<file path="config.mk">
export PLATFORM = sky130hd
export DESIGN_NAME = rgb_filter_sequencer_flat
export DESIGN_NICKNAME = d
export VERILOG_FILES = /design/src/rtl/rgb_filter_sequencer_pkg.sv /design/src/rtl/rgb_filter_sequencer_if.sv /design/src/rtl/rgb_filter_sequencer_btn_debounce.sv /design/src/rtl/rgb_filter_sequencer.sv /design/src/flat_wrapper.sv
export SDC_FILE = /design/constraint.sdc
export NUM_CORES = 1
export LEC_CHECK = 0
export BUFFER_PORTS_ARGS = -buffer_cell sky130_fd_sc_hd__buf_2
export CAP_MARGIN = 20
export CORE_ASPECT_RATIO = 1.4
export CORE_UTILIZATION = 52
export DETAILED_ROUTE_END_ITERATION = 8
export PLACE_DENSITY = 0.8
export SYNTH_ARGS = -nofsm -noshare
export SYNTH_HDL_FRONTEND = slang
export SYNTH_SLANG_ARGS = --single-unit
</file>
<file path="constraint.sdc">
create_clock -name clk -period 2.5 [get_ports clk]
set_input_delay 0.375 -clock clk [delete_from_list [all_inputs] [get_ports clk]]
set_output_delay 0.375 -clock clk [all_outputs]
set_load 0.005 [all_outputs]
</file>
<file path="src/rtl/rgb_filter_sequencer_pkg.sv">
// Shared types for the RGB filter sequencer: filter modes, sweep channels
// and the cyclic advance helpers used by the mode FSM and sweep counters.
package rgb_ctrl_pkg;

  typedef enum logic [1:0] {
    BYPASS = 2'd0,
    MANUAL = 2'd1,
    SWEEP  = 2'd2
  } filter_mode_e;

  typedef enum logic [1:0] {
    CH_R = 2'd0,
    CH_G = 2'd1,
    CH_B = 2'd2
  } channel_e;

  localparam int MODE_COUNT = 3;
  localparam logic [1:0] LAST_MODE = 2'(MODE_COUNT - 1);

  function automatic filter_mode_e next_mode(input filter_mode_e m);
    if (m == filter_mode_e'(LAST_MODE)) begin
      return BYPASS;
    end
    return filter_mode_e'(m + 2'd1);
  endfunction

  function automatic channel_e next_channel(input channel_e c);
    case (c)
      CH_R:    return CH_G;
      CH_G:    return CH_B;
      default: return CH_R;
    endcase
  endfunction

endpackage

</file>
<file path="src/rtl/rgb_filter_sequencer_if.sv">
// Control bundle between the board inputs, the sequencer and the RGB filter.
// slave is the sequencer's view; master is the driver/observer view.
interface rgb_filter_sequencer_if;

  logic        frame_tick;
  logic        btn_mode;
  logic [2:0]  sw_en;
  logic [11:0] sw_val;
  logic        r_sw_mode;
  logic        g_sw_mode;
  logic        b_sw_mode;
  logic [3:0]  r_sw;
  logic [3:0]  g_sw;
  logic [3:0]  b_sw;
  logic [1:0]  mode;

  modport master (
    output frame_tick, btn_mode, sw_en, sw_val,
    input  r_sw_mode, g_sw_mode, b_sw_mode, r_sw, g_sw, b_sw, mode
  );

  modport slave (
    input  frame_tick, btn_mode, sw_en, sw_val,
    output r_sw_mode, g_sw_mode, b_sw_mode, r_sw, g_sw, b_sw, mode
  );

endinterface

</file>
<file path="src/rtl/rgb_filter_sequencer_btn_debounce.sv">
// Push-button conditioner: 2-FF synchroniser, stability counter and a
// single-cycle pulse on each debounced press.
module btn_debounce #(
  parameter int DB_CYCLES = 250000
) (
  input  logic clk,
  input  logic reset,
  input  logic btn,
  output logic press
);

  localparam int CW = (DB_CYCLES > 1) ? $clog2(DB_CYCLES) : 1;
  localparam logic [CW-1:0] DB_LAST = CW'(DB_CYCLES - 1);

  logic          sync1;
  logic          sync2;
  logic          stable;
  logic [CW-1:0] cnt;

  // The stable level flips only after DB_CYCLES consecutive differing samples;
  // any sample matching the stable level restarts the count.
  always_ff @(posedge clk or posedge reset) begin
    if (reset) begin
      sync1  <= 1'b0;
      sync2  <= 1'b0;
      stable <= 1'b0;
      cnt    <= '0;
      press  <= 1'b0;
    end else begin
      sync1 <= btn;
      sync2 <= sync1;
      press <= 1'b0;
      if (sync2 == stable) begin
        cnt <= '0;
      end else if (cnt == DB_LAST) begin
        stable <= sync2;
        cnt    <= '0;
        press  <= sync2;
      end else begin
        cnt <= cnt + 1'b1;
      end
    end
  end

endmodule

</file>
<file path="src/rtl/rgb_filter_sequencer.sv">
// Frame-synchronous controller for the RGB override filter: button-driven mode
// selection, manual switch overrides and an automatic colour sweep.
module rgb_filter_sequencer
  import rgb_ctrl_pkg::*;
#(
  parameter int DB_CYCLES       = 250000,
  parameter int FRAMES_PER_STEP = 30
) (
  input logic                  clk,
  input logic                  reset,
  rgb_filter_sequencer_if.slave bus
);

  localparam int FCW = (FRAMES_PER_STEP > 1) ? $clog2(FRAMES_PER_STEP) : 1;
  localparam logic [FCW-1:0] FCNT_LAST = FCW'(FRAMES_PER_STEP - 1);

  logic           press;
  logic [2:0]     sw_en_s1;
  logic [2:0]     sw_en_s2;
  logic [11:0]    sw_val_s1;
  logic [11:0]    sw_val_s2;

  filter_mode_e   mode_q;
  filter_mode_e   pending_q;
  logic [3:0]     level_q;
  channel_e       chan_q;
  logic [FCW-1:0] frame_cnt_q;

  logic [3:0]     nxt_level;
  channel_e       nxt_chan;
  logic [FCW-1:0] nxt_cnt;

  logic           r_mode_q;
  logic           g_mode_q;
  logic           b_mode_q;
  logic [3:0]     r_val_q;
  logic [3:0]     g_val_q;
  logic [3:0]     b_val_q;

  btn_debounce #(
    .DB_CYCLES (DB_CYCLES)
  ) u_btn_debounce (
    .clk   (clk),
    .reset (reset),
    .btn   (bus.btn_mode),
    .press (press)
  );

  always_ff @(posedge clk or posedge reset) begin
    if (reset) begin
      sw_en_s1  <= '0;
      sw_en_s2  <= '0;
      sw_val_s1 <= '0;
      sw_val_s2 <= '0;
    end else begin
      sw_en_s1  <= bus.sw_en;
      sw_en_s2  <= sw_en_s1;
      sw_val_s1 <= bus.sw_val;
      sw_val_s2 <= sw_val_s1;
    end
  end

  // Sweep position for the next tick; a tick that enters SWEEP restarts at R/0.
  always_comb begin
    nxt_level = level_q;
    nxt_chan  = chan_q;
    nxt_cnt   = frame_cnt_q;
    if (mode_q != SWEEP) begin
      nxt_level = 4'd0;
      nxt_chan  = CH_R;
      nxt_cnt   = '0;
    end else if (frame_cnt_q == FCNT_LAST) begin
      nxt_cnt   = '0;
      nxt_level = level_q + 4'd1;
      if (level_q == 4'hF) begin
        nxt_chan = next_channel(chan_q);
      end
    end else begin
      nxt_cnt = frame_cnt_q + 1'b1;
    end
  end

  // Presses only move pending_q; everything visible changes on frame_tick, so a
  // press in the tick cycle lands in pending_q after the tick has sampled it.
  always_ff @(posedge clk or posedge reset) begin
    if (reset) begin
      mode_q      <= BYPASS;
      pending_q   <= BYPASS;
      level_q     <= 4'd0;
      chan_q      <= CH_R;
      frame_cnt_q <= '0;
      r_mode_q    <= 1'b0;
      g_mode_q    <= 1'b0;
      b_mode_q    <= 1'b0;
      r_val_q     <= 4'd0;
      g_val_q     <= 4'd0;
      b_val_q     <= 4'd0;
    end else begin
      if (press) begin
        pending_q <= next_mode(pending_q);
      end
      if (bus.frame_tick) begin
        mode_q <= pending_q;
        case (pending_q)
          MANUAL: begin
            r_mode_q <= sw_en_s2[2];
            g_mode_q <= sw_en_s2[1];
            b_mode_q <= sw_en_s2[0];
            r_val_q  <= sw_val_s2[11:8];
            g_val_q  <= sw_val_s2[7:4];
            b_val_q  <= sw_val_s2[3:0];
          end
          SWEEP: begin
            level_q     <= nxt_level;
            chan_q      <= nxt_chan;
            frame_cnt_q <= nxt_cnt;
            r_mode_q    <= 1'b1;
            g_mode_q    <= 1'b1;
            b_mode_q    <= 1'b1;
            r_val_q     <= (nxt_chan == CH_R) ? nxt_level : 4'd0;
            g_val_q     <= (nxt_chan == CH_G) ? nxt_level : 4'd0;
            b_val_q     <= (nxt_chan == CH_B) ? nxt_level : 4'd0;
          end
          default: begin
            r_mode_q <= 1'b0;
            g_mode_q <= 1'b0;
            b_mode_q <= 1'b0;
            r_val_q  <= 4'd0;
            g_val_q  <= 4'd0;
            b_val_q  <= 4'd0;
          end
        endcase
      end
    end
  end

  assign bus.r_sw_mode = r_mode_q;
  assign bus.g_sw_mode = g_mode_q;
  assign bus.b_sw_mode = b_mode_q;
  assign bus.r_sw      = r_val_q;
  assign bus.g_sw      = g_val_q;
  assign bus.b_sw      = b_val_q;
  assign bus.mode      = mode_q;

endmodule
</file>
<file path="src/flat_wrapper.sv">
// flat-port wrapper written by rule: the top's interface ports become plain ports
module rgb_filter_sequencer_flat import rgb_ctrl_pkg::*;
#(
  parameter int DB_CYCLES       = 250000,
  parameter int FRAMES_PER_STEP = 30
)
  (clk, reset, bus_frame_tick, bus_btn_mode, bus_sw_en, bus_sw_val, bus_r_sw_mode, bus_g_sw_mode, bus_b_sw_mode, bus_r_sw, bus_g_sw, bus_b_sw, bus_mode);
  rgb_filter_sequencer_if bus_i ();
  input logic clk;
  input logic reset;
  input wire logic [$bits(bus_i.frame_tick)-1:0] bus_frame_tick;
  input wire logic [$bits(bus_i.btn_mode)-1:0] bus_btn_mode;
  input wire logic [$bits(bus_i.sw_en)-1:0] bus_sw_en;
  input wire logic [$bits(bus_i.sw_val)-1:0] bus_sw_val;
  output wire logic [$bits(bus_i.r_sw_mode)-1:0] bus_r_sw_mode;
  output wire logic [$bits(bus_i.g_sw_mode)-1:0] bus_g_sw_mode;
  output wire logic [$bits(bus_i.b_sw_mode)-1:0] bus_b_sw_mode;
  output wire logic [$bits(bus_i.r_sw)-1:0] bus_r_sw;
  output wire logic [$bits(bus_i.g_sw)-1:0] bus_g_sw;
  output wire logic [$bits(bus_i.b_sw)-1:0] bus_b_sw;
  output wire logic [$bits(bus_i.mode)-1:0] bus_mode;
  assign bus_i.frame_tick = bus_frame_tick;
  assign bus_i.btn_mode = bus_btn_mode;
  assign bus_i.sw_en = bus_sw_en;
  assign bus_i.sw_val = bus_sw_val;
  assign bus_r_sw_mode = bus_i.r_sw_mode;
  assign bus_g_sw_mode = bus_i.g_sw_mode;
  assign bus_b_sw_mode = bus_i.b_sw_mode;
  assign bus_r_sw = bus_i.r_sw;
  assign bus_g_sw = bus_i.g_sw;
  assign bus_b_sw = bus_i.b_sw;
  assign bus_mode = bus_i.mode;
  rgb_filter_sequencer #(.DB_CYCLES(DB_CYCLES), .FRAMES_PER_STEP(FRAMES_PER_STEP)) u_core (.clk(clk), .reset(reset), .bus(bus_i));
endmodule
</file>
## Word-level counts from Yosys, hierarchy flattened

Cells that the tools add are included.

- $add $sub $neg: 4
- $mul: 0
- Divide/modulo/power cells: 0
- $lt $le $gt $ge: 0
- Eq/ne operators: 10
- Shifts and indexed selects: 0
- Mux-type cells: 25
- Bitwise gates (word level): 1
- Reductions and logical operators: 4

Operator list:

| kind | count |
|---|---|
| 2-to-1 mux 18 bit | 2 |
| one-hot mux 4 bit (2 select lines) | 3 |
| 2-to-1 mux 4 bit | 5 |
| adder 18 x 1 -> 18 bit (second input constant) | 1 |
| equality test 18 bit (second input constant) | 1 |
| 2-to-1 mux 2 bit | 5 |
| 2-to-1 mux 5 bit | 2 |
| equality test 2 x 1 -> 1 bit (second input constant) | 3 |
| one-hot mux 1 bit (2 select lines) | 3 |
| adder 5 x 1 -> 5 bit (second input constant) | 1 |
| equality test 5 bit (second input constant) | 1 |
| adder 4 x 1 -> 4 bit (second input constant) | 1 |
| equality test 2 bit (second input constant) | 2 |
| equality test 4 bit (second input constant) | 1 |
| logical NOT 2 bit | 2 |
| 2-to-1 mux 1 bit | 4 |
| one-hot mux 2 bit (2 select lines) | 1 |
| AND reduction 2 bit | 2 |
| adder 2 x 1 -> 2 bit (second input constant) | 1 |
| inequality test 2 bit (second input constant) | 1 |
| equality test 1 bit | 1 |
| inverter 1 bit | 1 |

- Register bits after elaboration: 82
- Latch bits: 0
- RAM bits: 0
- ROM bits: 0
- Logic and storage cells: 64
- Memories: 0

## Logic depth before layout (Yosys ltp)

Gate-level depths: netlist (run 1).

- Word-level depth: 8
- Depth in mapped cells: 7
- Mapped depth without buffers: 6

## Hierarchy

Synthesis (run 1) repeated with hierarchy kept, for this count alone.

- Cells, all modules: 281
- Area total of the unflattened synthesis: 3378.2 um^2

By module, submodules not included:

| module | instances | cells an instance | area each (um^2) | sequential area each (um^2) |
|---|---|---|---|---|
| rgb_filter_sequencer | 1 | 181 | 2312.2 | 1501.4 |
| btn_debounce | 1 | 100 | 1066.0 | 550.5 |

## Worst setup path before layout (run 1)

OpenSTA, ideal clock, no wires.

- Path type: reg-to-reg
- From: register u_core.frame_cnt_q[0]
- To: register u_core.g_val_q[0], in the netlist u_core.bus.g_sw[0]
- Setup time: 0.126 ns
- Arrival: 1.714 ns
- Setup slack: 0.660 ns
- Cell stages (with the launch flop): 7
- Buffers on the path: 1
- Clock period less this slack: 1.840 ns
- Cells stage by stage: dfrtp_1 > ha_1 > and4_1 > buf_2 > nand4_2 > mux2_2 > a221o_1

- Longest elaborated chain between the ends: 6
- Elaborated cells between the ends (all ways): 8
- Those cells by class: eq/ne: 2; mux: 6

Ends and longest elaborated chain:

| what | RTL line | RTL |
|---|---|---|
| start, declared | rgb_filter_sequencer.sv:27 | `logic [FCW-1:0] frame_cnt_q;` |
| start signal, assigned | rgb_filter_sequencer.sv:116 | `frame_cnt_q <= nxt_cnt;` |
| equality test 5 bit (*) | rgb_filter_sequencer.sv:72 | `end else if (frame_cnt_q == FCNT_LAST) begin` |
| 2-to-1 mux 2 bit | rgb_filter_sequencer.sv:72 |  |
| 2-to-1 mux 2 bit | rgb_filter_sequencer.sv:68 | `if (mode_q != SWEEP) begin` |
| equality test 2 x 1 -> 1 bit | rgb_filter_sequencer.sv:121 | `g_val_q <= (nxt_chan == CH_G) ? nxt_level : 4'd0;` |
| 2-to-1 mux 4 bit (*) | rgb_filter_sequencer.sv:121 |  |
| one-hot mux 4 bit (2 select lines) (*) | rgb_filter_sequencer.sv:104 | `case (pending_q)` |
| end signal, assigned | rgb_filter_sequencer.sv:110 | `g_val_q <= sw_val_s2[7:4];` |
| end signal, assigned | rgb_filter_sequencer.sv:121 |  |
| end, declared | rgb_filter_sequencer.sv:37 | `logic [3:0] g_val_q;` |

Mark *: on every way between the ends. The rest lies on a longest branch, timed or not.
A chain may end at the register's enable or synchronous reset.

## Worst setup path after layout (run 1)

- From: register u_core.frame_cnt_q[1]
- To: register u_core.g_val_q[0], in the netlist u_core.bus.g_sw[0]

The elaborated chain is that of the path after synthesis.

==> impl_metrics.toml, run 1 <==
[logic_synthesis]
synth_xor_area_frac = 0.0578
synth_nets = 310
ys_seq_elements = 82
synth_fa_ha_area_frac = 0.0300
yosysSeqAreaShare = 0.615
avgSynthCellArea_um2 = 11.8
synth-compound-area-share = 0.0926
yosysTopAreaCellShare = 0.615
synth_top_family_by_area = "simple AND/OR/NAND/NOR gates"
yosysTopAreaCell = "dfrtp_1"
ys.warnings.count = 0
post_synth_instance_area_mm2 = 0.00334
synthTopCellsByArea = "dfrtp_1, xnor2_1, ha_1"
synth_cells = 283
muxShareOfSynthArea = 0.0229
synth.distinct_cells = 39
async_reset_ff_frac = 1.00
synth-main-ff-cell = "dfrtp_1"
synth-edff-count = 0
synth_simple_gate_area_frac = 0.156

[sta]
period_needed_ns = 2.00
slew_viol_final = 0
setup-tns-final_ns = 0
setup_viol = 0
hold_violations = 0
final.period_utilization = 0.802
clock-skew-final_ns = 0.00811
relSlewSlack = 0.599
rsz0062_at_grt = "no"
setup_ws_ns = 0.496
worstMarginPinSlew_ns = 0.601
fmax_ghz = 0.499
holdWs_ns = 0.105

[worst_setup_path]
reg2reg_from = "u_core.frame_cnt_q[1]$_DFFE_PP0P_"
worstSetupStartpointType = "register"
worstPathRequired_ns = 2.73
worst_setup_path_end_kind = "register"
cp_max_fo = 7
critPathLaunch = "u_core.frame_cnt_q[1]$_DFFE_PP0P_"
rr_worst_depth = 6
arrival_ns = 2.23
crit_type = "reg -> reg"

[clock_tree]
path_clk_slew_ns = 0.08
htreeDepth = 3
cts-resized-gates = 0
hold_buffers = 0
clk_latency_ns = 0.34
root_buffer = "clkbuf_8"
clock-sinks = 82
cts_tree = "yes"
cts.path.max_buffers = 2
cts_buffers = 9
post_cts_buffers = 0

[detailed_routing]
totalWireLength_um = 6100
wl_per_cell_um = 15.3
num_vias = 2259
drt_iter0_drc = 189
via_per_inst = 5.65
drc = 0
dr.pass1.iters = 4
ant_nets = 0

[cells_and_area]
final_cell_mix = "dfrtp_1, buf_2, nor2_1"
layout_commonest_cell = "dfrtp_1"
postLayoutCoreUtil = 0.609
area_growth_pct = 13.5
fin_nets = 350
multiInputGateArea_mm2 = 0.00120
seq_area_mm2 = 0.00205
antenna_cells = 0
fillerInstances = 511
final_layout_size_suffix_gt1_frac = 0.192

[placement]
gp_routability_congestion = 0.876
numPortBuffers = 35
dpl.hpwl_um = 4250
dpl_worst_slack_ns = 0.547

[hold_path]
hold_class = "in -> async"

[die]
die_area_mm2 = 0.00674
die-width_um = 69.7
rows = 34
core_area_mm2 = 0.00621
start_util = 0.537
num_io_pins = 36
die_h_um = 96.8

[power_and_ir_drop]
p_leak_nw = 1.76
vdd_drop_max_mv = 0.345
power_mw = 2.35
power_density_mw_per_mm2 = 621

[global_routing]
overflow = 0
antenna_found_initial = 0
grtUsageTotal = 0.203
grt_pass1_vias = 2292
grt_start_max_net_pins = 83
grt_pass1_wl_um = 10700

[status]
status = "finished clean"

[flow_run]
max_cap_violations = 0
final cells by class:
type | instances | share of cell area
clock buffer | 9 | 0.0327
clock inverter | 7 | 0.0185
inverter | 12 | 0.0122
multi-input combinational | 181 | 0.317
sequential | 82 | 0.542
tap | 72 | 0.0238
timing repair buffer | 37 | 0.0536
metal layers:
layer	share of wire	vias to the layer above	GRT usage
met3	0.047	19	0.0521
met5	0	-	0
met1	0.42	1105	0.268
met4	0.037	0	0.0969
li1	-	1073	-
met2	0.50	62	0.314
stage by stage:
step / std cells / cell area (um2)
5_1_grt: 400 / 3780
2_1_floorplan: 283 / 3340
4_1_cts: 400 / 3780
3_3_place_gp: 384 / 3590
3_5_place_dp: 384 / 3590
6_report: 400 / 3780
worst max-delay path, stage by stage (launching register included):
cell	delay, ns
dfrtp_1	0.41
inv_1	0.07
ha_1	0.15
and4_1	0.38
nand4_2	0.26
mux2_2	0.33
a221o_1	0.29
sequential cells by signal, summed over array words and instances (netlist names), 2 cells and up:
signal	count
u_core.u_btn_debounce.cnt	18
u_core.sw_val_s1	12
u_core.sw_val_s2	12
u_core.frame_cnt_q	5
u_core.bus.b_sw	4
u_core.bus.g_sw	4
u_core.bus.r_sw	4
u_core.level_q	4
u_core.sw_en_s1	3
u_core.sw_en_s2	3
u_core.bus.mode	2
u_core.chan_q	2
u_core.pending_q	2
where the power goes:
| group | switching, mW | internal, mW | total (mW) |
|---|---|---|---|
| Sequential | 0.0116 | 1.35 | 1.37 |
| Combinational | 0.0417 | 0.0201 | 0.0618 |
| Clock | 0.463 | 0.459 | 0.922 |
worst paths after layout:
| check | end | slack [ns] |
|---|---|---|
| worst max-delay path | u_core.bus.g_sw[0]$_DFFE_PP0P_ | 0.50 |
| worst min register to register | u_core.sw_val_s2[2]$_DFF_PP0_ | 0.34 |
| worst min-delay path | u_core.sw_en_s2[2]$_DFF_PP0_ | 0.11 |
| min in group clk | u_core.sw_val_s1[8]$_DFF_PP0_ | 0.13 |
| worst max register to register | u_core.bus.g_sw[0]$_DFFE_PP0P_ | 0.50 |
| max in group asynchronous | u_core.sw_val_s1[11]$_DFF_PP0_ | 2.09 |
logic make-up after synthesis:
group,count (synthesis)
xor+xnor,22
flops,82
mux,7
simple gates,95
buf+inv,20
fa+ha+maj,8
compound gates,49
synthesized netlist by cell type (all sizes together), types with 3 or more instances:
| cell | instances |
|---|---|
| a21oi | 19 |
| xor2 | 8 |
| o21ai | 7 |
| ha | 8 |
| clkbuf | 5 |
| nor2b | 15 |
| o31ai | 11 |
| dfrtp | 82 |
| nand4 | 13 |
| o41ai | 3 |
| inv | 12 |
| o22ai | 3 |
| nor4 | 5 |
| mux2 | 5 |
| nor2 | 23 |
| nand2 | 16 |
| nor3 | 7 |
| nand3 | 5 |
| buf | 3 |
| xnor2 | 14 |
(Power assumes the default switching activity.)
==> inputs of run 2 (changes only) <==
- ABC_AREA: default -> 1
- CORE_UTILIZATION: 52 -> 58
- PLACE_DENSITY: 0.8 -> 0.84
- clock period: 2.5 -> 1.85 ns (I/O delays scaled with it)
==> impl_metrics.toml, run 2 <==
[cells_and_area]
fin_nets = 450
layout_commonest_cell = "nand2_1"
final_cell_mix = "nand2_1, dfrtp_1, buf_2"
seq_area_mm2 = 0.00205
fillerInstances = 448
area_growth_pct = 15.0
final_layout_size_suffix_gt1_frac = 0.183
antenna_cells = 0
largest_reg_flops = 18
regMostFlops = "u_core.u_btn_debounce.cnt"
largestRegisters = "u_core.u_btn_debounce.cnt (18), u_core.sw_val_s1 (12), u_core.sw_val_s2 (12)"
multiInputGateArea_mm2 = 0.00128
final_cells = 497
design_area_mm2 = 0.00400

[detailed_routing]
drc = 0
via_per_inst = 5.23
totalWireLength_um = 6540
wl_per_cell_um = 13.2
drt_iter0_drc = 263
num_vias = 2600
ant_nets = 0
dr.pass1.iters = 6

[logic_synthesis]
yosysSeqAreaShare = 0.590
synth.distinct_cells = 34
ys_seq_elements = 82
async_reset_ff_frac = 1.00
yosysTopAreaCell = "dfrtp_1"
avgSynthCellArea_um2 = 9.34
synth_cells = 372
yosysMostFrequentCell = "nand2_1"
ys.warnings.count = 0
synthTopCellsByArea = "dfrtp_1, nand2_1, inv_1"
synth_nets = 399
synth-main-ff-cell = "dfrtp_1"
synth-edff-count = 0
post_synth_instance_area_mm2 = 0.00348
ys_top_cells_by_count = "nand2_1, dfrtp_1, inv_1, nand3_1, nor2_1"
yosysTopAreaCellShare = 0.590

[sta]
worstMarginPinSlew_ns = 0.520
slew_viol_final = 0
final.period_utilization = 0.924
period_needed_ns = 1.71
hold_violations = 0
fmax_ghz = 0.585
relSlewSlack = 0.654
clock-skew-final_ns = 0.00745
setup-tns-final_ns = 0
setup_viol = 0
setup_ws_ns = 0.141

[global_routing]
grt_start_max_net_pins = 83
overflow = 0
grt_pass1_wl_um = 10800
grt_pass1_vias = 2461
antenna_found_initial = 0
grtUsageTotal = 0.233

[power_and_ir_drop]
p_clk_frac = 0.387
power_density_mw_per_mm2 = 788
p_leak_nw = 1.97
seq_power_share = 0.586
power.switching_mw = 0.680
power_mw = 3.15
combPwrFrac = 0.027
swShare = 0.216
internal-power_mw = 2.47
vdd_drop_max_mv = 0.555

[worst_setup_path]
worstSetupStartpointType = "register"
worst_setup_path_end_kind = "register"
cp_max_fo = 10
crit_type = "reg -> reg"
arrival_ns = 2.00
reg2reg_from = "u_core.frame_cnt_q[1]$_DFFE_PP0P_"
rr_worst_depth = 12
rrSetupSlack_ns = 0.14
reg2reg_to = "u_core.bus.g_sw[2]$_DFFE_PP0P_"
worstPathRequired_ns = 2.14

[die]
die_area_mm2 = 0.00631
num_io_pins = 36
core_area_mm2 = 0.00582
rows = 33
die_h_um = 93.6
die-width_um = 67.4
start_util = 0.597

[clock_tree]
hold_buffers = 0
clock-sinks = 82
path_clk_slew_ns = 0.08
htreeDepth = 3
cts_buffers = 9
cts.path.max_buffers = 2
clk_latency_ns = 0.35
root_buffer = "clkbuf_8"
cts_tree = "yes"

[placement]
dpl_worst_slack_ns = 0.159
place_inst = 476
numPortBuffers = 35
gp_routability_congestion = 0.875
place_area_mm2 = 0.00376
dpl.hpwl_um = 4490

[flow_run]
max_cap_violations = 0

[status]
status = "finished clean"

[hold_path]
hold_class = "in -> async"
==> run 2: cell types whose count changed after synthesis, moves of 7 or more <==
cell,delta
nor2b_1,-15
nand3_1,+18
nand2_1,+100
o21ai_0,+13
nand4_1,-7
inv_1,+22
o31ai_1,-11
xnor2_1,-10
==> run 2: cells by family after synthesis <==
family	after synthesis	share of synthesized area
buffers and inverters	42	0.0464
AOI/OAI and AO/OA	41	0.0626
DFF	82	0.590
and+or+nand+nor	191	0.251
xor gates and xnor gates	7	0.0176
adders and majority gates	8	0.0288
muxes	1	0.00288
==> run 2: how the worst max path moves through the flow <==
stage,endpoint,cells after the start,start
floorplan,u_core.bus.b_sw[3]$_DFFE_PP0P_,10,u_core.frame_cnt_q[1]$_DFFE_PP0P_
global placement,u_core.bus.b_sw[3]$_DFFE_PP0P_,9,u_core.level_q[0]$_DFFE_PP0P_
detailed placement,u_core.bus.g_sw[2]$_DFFE_PP0P_,10,u_core.level_q[0]$_DFFE_PP0P_
CTS,u_core.bus.g_sw[2]$_DFFE_PP0P_,10,u_core.level_q[0]$_DFFE_PP0P_
global route,u_core.u_btn_debounce.cnt[16]$_DFF_PP0_,8,u_core.u_btn_debounce.cnt[0]$_DFF_PP0_
finish,u_core.bus.g_sw[2]$_DFFE_PP0P_,12,u_core.frame_cnt_q[1]$_DFFE_PP0P_
==> run 2: worst max-delay path, cell delays in order (launching register included) <==
cell	delay [ns]
dfrtp_1	0.40
inv_1	0.10
ha_1	0.18
nand2_2	0.13
nor2_8	0.15
nand2_4	0.06
nand2_2	0.07
nand3_4	0.12
nor2_4	0.16
nand2_1	0.08
nand2_1	0.06
nand2_1	0.05
nand2_1	0.09
==> run 2: power groups by stage <==
stage	logic [mW]	clock network, mW	registers [mW]
after floorplan	0.0470	0	1.88
after global placement	0.0862	0	1.88
after detailed placement	0.0886	0	1.88
after CTS	0.0888	1.26	1.85
after global routing	0.0994	1.33	1.85
final	0.0849	1.22	1.85
==> run 2: what timing repair did <==
action,in CTS,in global routing
gates resized for setup,0,2
setup endpoints to repair,0,4
setup buffers,0,5
==> run 2: layer usage <==
layer | global-route usage | wire [um]
met5 | 0 | 0
met4 | 0.105 | 158
met3 | 0.0549 | 260
met2 | 0.406 | 3430
met1 | 0.264 | 2680
==> run 2: metrics by stage <==
stage / hold slack, ns / util
after global routing: 0.00657 / 0.687
after global placement: 0.333 / 0.646
after detailed placement: 0.335 / 0.646
final: 0.0293 / 0.687
after floorplan: 0.309 / -
after CTS: 0.0132 / 0.677
==> run 2: area by class of cell <==
| type | count | area share |
|---|---|---|
| inverter | 38 | 0.0366 |
| multi-input combinational | 249 | 0.320 |
| clock buffer | 10 | 0.0319 |
| timing repair buffer | 43 | 0.0620 |
| clock inverter | 5 | 0.0141 |
| sequential | 82 | 0.513 |
| tap | 70 | 0.0219 |
==> inputs of run 3 (changes only) <==
- CORE_UTILIZATION: 58 -> 52
- PLACE_DENSITY: 0.84 -> 0.8
- clock period: 1.85 -> 1.38 ns (I/O delays scaled with it)
==> impl_metrics.toml, run 3 (synthesis results as in run 2) <==
[die]
die-width_um = 71.1
die_area_mm2 = 0.00702
core_area_mm2 = 0.00634
start_util = 0.548
die_h_um = 98.7
rows = 34
num_io_pins = 36

[worst_setup_path]
worst_setup_path_end_kind = "register"
crit_end = "u_core.bus.b_sw[3]$_DFFE_PP0P_"
critPathLaunch = "u_core.frame_cnt_q[1]$_DFFE_PP0P_"
rr_worst_depth = 11
worstSetupStartpointType = "register"
reg2reg_to = "u_core.bus.b_sw[3]$_DFFE_PP0P_"
worstPathRequired_ns = 1.69
crit_type = "reg -> reg"
arrival_ns = 2.03
rrSetupSlack_ns = -0.34
cp_max_fo = 5
reg2reg_from = "u_core.frame_cnt_q[1]$_DFFE_PP0P_"

[clock_tree]
htreeDepth = 3
cts.path.max_buffers = 2
path_clk_slew_ns = 0.09
cts_buffers = 9
clock-sinks = 82
cts_tree = "yes"
clk_latency_ns = 0.37
root_buffer = "clkbuf_8"

[sta]
hold_violations = 0
final.period_utilization = 1.25
rsz0062_at_grt = "yes"
worstMarginPinSlew_ns = 0.420
setup_viol = 36
clock-skew-final_ns = 0.0125
setup_ws_ns = -0.338
period_needed_ns = 1.72
slew_viol_final = 0
fmax_ghz = 0.582
relSlewSlack = 0.720

[placement]
gp_routability_congestion = 0.885
dpl_worst_slack_ns = -0.256
place_inst = 517
numPortBuffers = 35
place_area_mm2 = 0.00411
dpl.hpwl_um = 4990

[cells_and_area]
final_layout_size_suffix_gt1_frac = 0.401
design_area_mm2 = 0.00505
regMostFlops = "u_core.u_btn_debounce.cnt"
fin_nets = 526
layout_commonest_cell = "nand2_1"
final_cells = 576
area_growth_pct = 45.4
largestRegisters = "u_core.u_btn_debounce.cnt (18), u_core.sw_val_s1 (12), u_core.sw_val_s2 (12)"
final_cell_mix = "nand2_1, dfrtp_1, buf_4"
multiInputGateArea_mm2 = 0.00162
antenna_cells = 0
seq_area_mm2 = 0.00205
largest_reg_flops = 18
fillerInstances = 330

[detailed_routing]
num_vias = 3197
via_per_inst = 5.55
totalWireLength_um = 9990
ant_nets = 0
drc = 1
wl_per_cell_um = 17.3
drt_iter0_drc = 241
dr.pass1.iters = 7

[flow_run]
max_cap_violations = 0

[power_and_ir_drop]
power_density_mw_per_mm2 = 917
vdd_drop_max_mv = 0.924
p_leak_nw = 2.43

[status]
status = "finished, violations left"
violations = "design-rule violations, negative setup slack"

[global_routing]
grt_pass1_wl_um = 14700
grt_pass1_vias = 3218
antenna_found_initial = 0
grtUsageTotal = 0.278
overflow = 0
grt_start_max_net_pins = 83

[hold_path]
hold_class = "in -> reg"
==> run 3: power by group <==
part	internal, mW	switching, mW	total [mW]
registers	2.45	0.0249	2.48
logic	0.0931	0.107	0.200
clock network	1.02	0.931	1.95
total	3.57	1.06	4.63
==> run 3: worst max-delay path, stage by stage, from the launching register on <==
cell and delay [ns]:
dfrtp_1 0.41, inv_2 0.10, ha_4 0.16, nand2_4 0.08, nor2_8 0.19, buf_6 0.13, nand3_4 0.07, nand3_4 0.14
nand2_2 0.06, o21bai_1 0.18, nand2_1 0.08, nand2_1 0.05
==> run 3: timing repair <==
action / in CTS / in global routing
endpoints found under the hold margin: 98 / 0
cloned: 2 / 0
hold buffers: 17 / 0
setup endpoints to repair: 38 / 41
gates resized for setup: 44 / 48
buffers inserted: 11 / 13
pin swaps: 19 / 22
==> run 3: layer usage <==
layer / GRT usage / share of wire / wire length (um) / vias up
li1: - / - / - / 1441
met1: 0.307 / 0.36 / 3620 / 1563
met2: 0.482 / 0.54 / 5420 / 142
met3: 0.0542 / 0.045 / 451 / 51
met4: 0.186 / 0.050 / 498 / 0
met5: 0 / 0 / 0 / -
==> run 3: cell type report <==
type / instances / area share
sequential: 82 / 0.407
timing repair buffer: 118 / 0.182
clock buffer: 10 / 0.0253
clock inverter: 6 / 0.0181
tap: 72 / 0.0178
multi-input combinational: 250 / 0.321
inverter: 38 / 0.0290
==> run 3: how the worst min path moves through the flow <==
stage	start	to	cells past startpoint
after floorplan	bus_sw_en[0]	u_core.sw_en_s1[0]$_DFF_PP0_	0
after detailed placement	bus_sw_val[7]	u_core.sw_val_s1[7]$_DFF_PP0_	1
after CTS	bus_frame_tick	u_core.bus.mode[0]$_DFFE_PP0P_	2
final	bus_frame_tick	u_core.bus.mode[0]$_DFFE_PP0P_	2
after global placement	bus_btn_mode	u_core.u_btn_debounce.sync1$_DFF_PP0_	1
after global routing	bus_frame_tick	u_core.bus.mode[0]$_DFFE_PP0P_	2
==> run 3: stage by stage <==
step | hold slack (ns) | total power, mW | util | setup TNS (ns)
2_1_floorplan | 0.238 | 2.58 | - | -0.762
3_3_place_gp | 0.315 | 2.65 | 0.649 | -3.34
3_5_place_dp | 0.317 | 2.65 | 0.649 | -5.23
4_1_cts | 0.111 | 4.57 | 0.753 | -2.41
5_1_grt | 0.123 | 4.76 | 0.797 | -8.43
6_report | 0.115 | 4.63 | 0.797 | -6.09
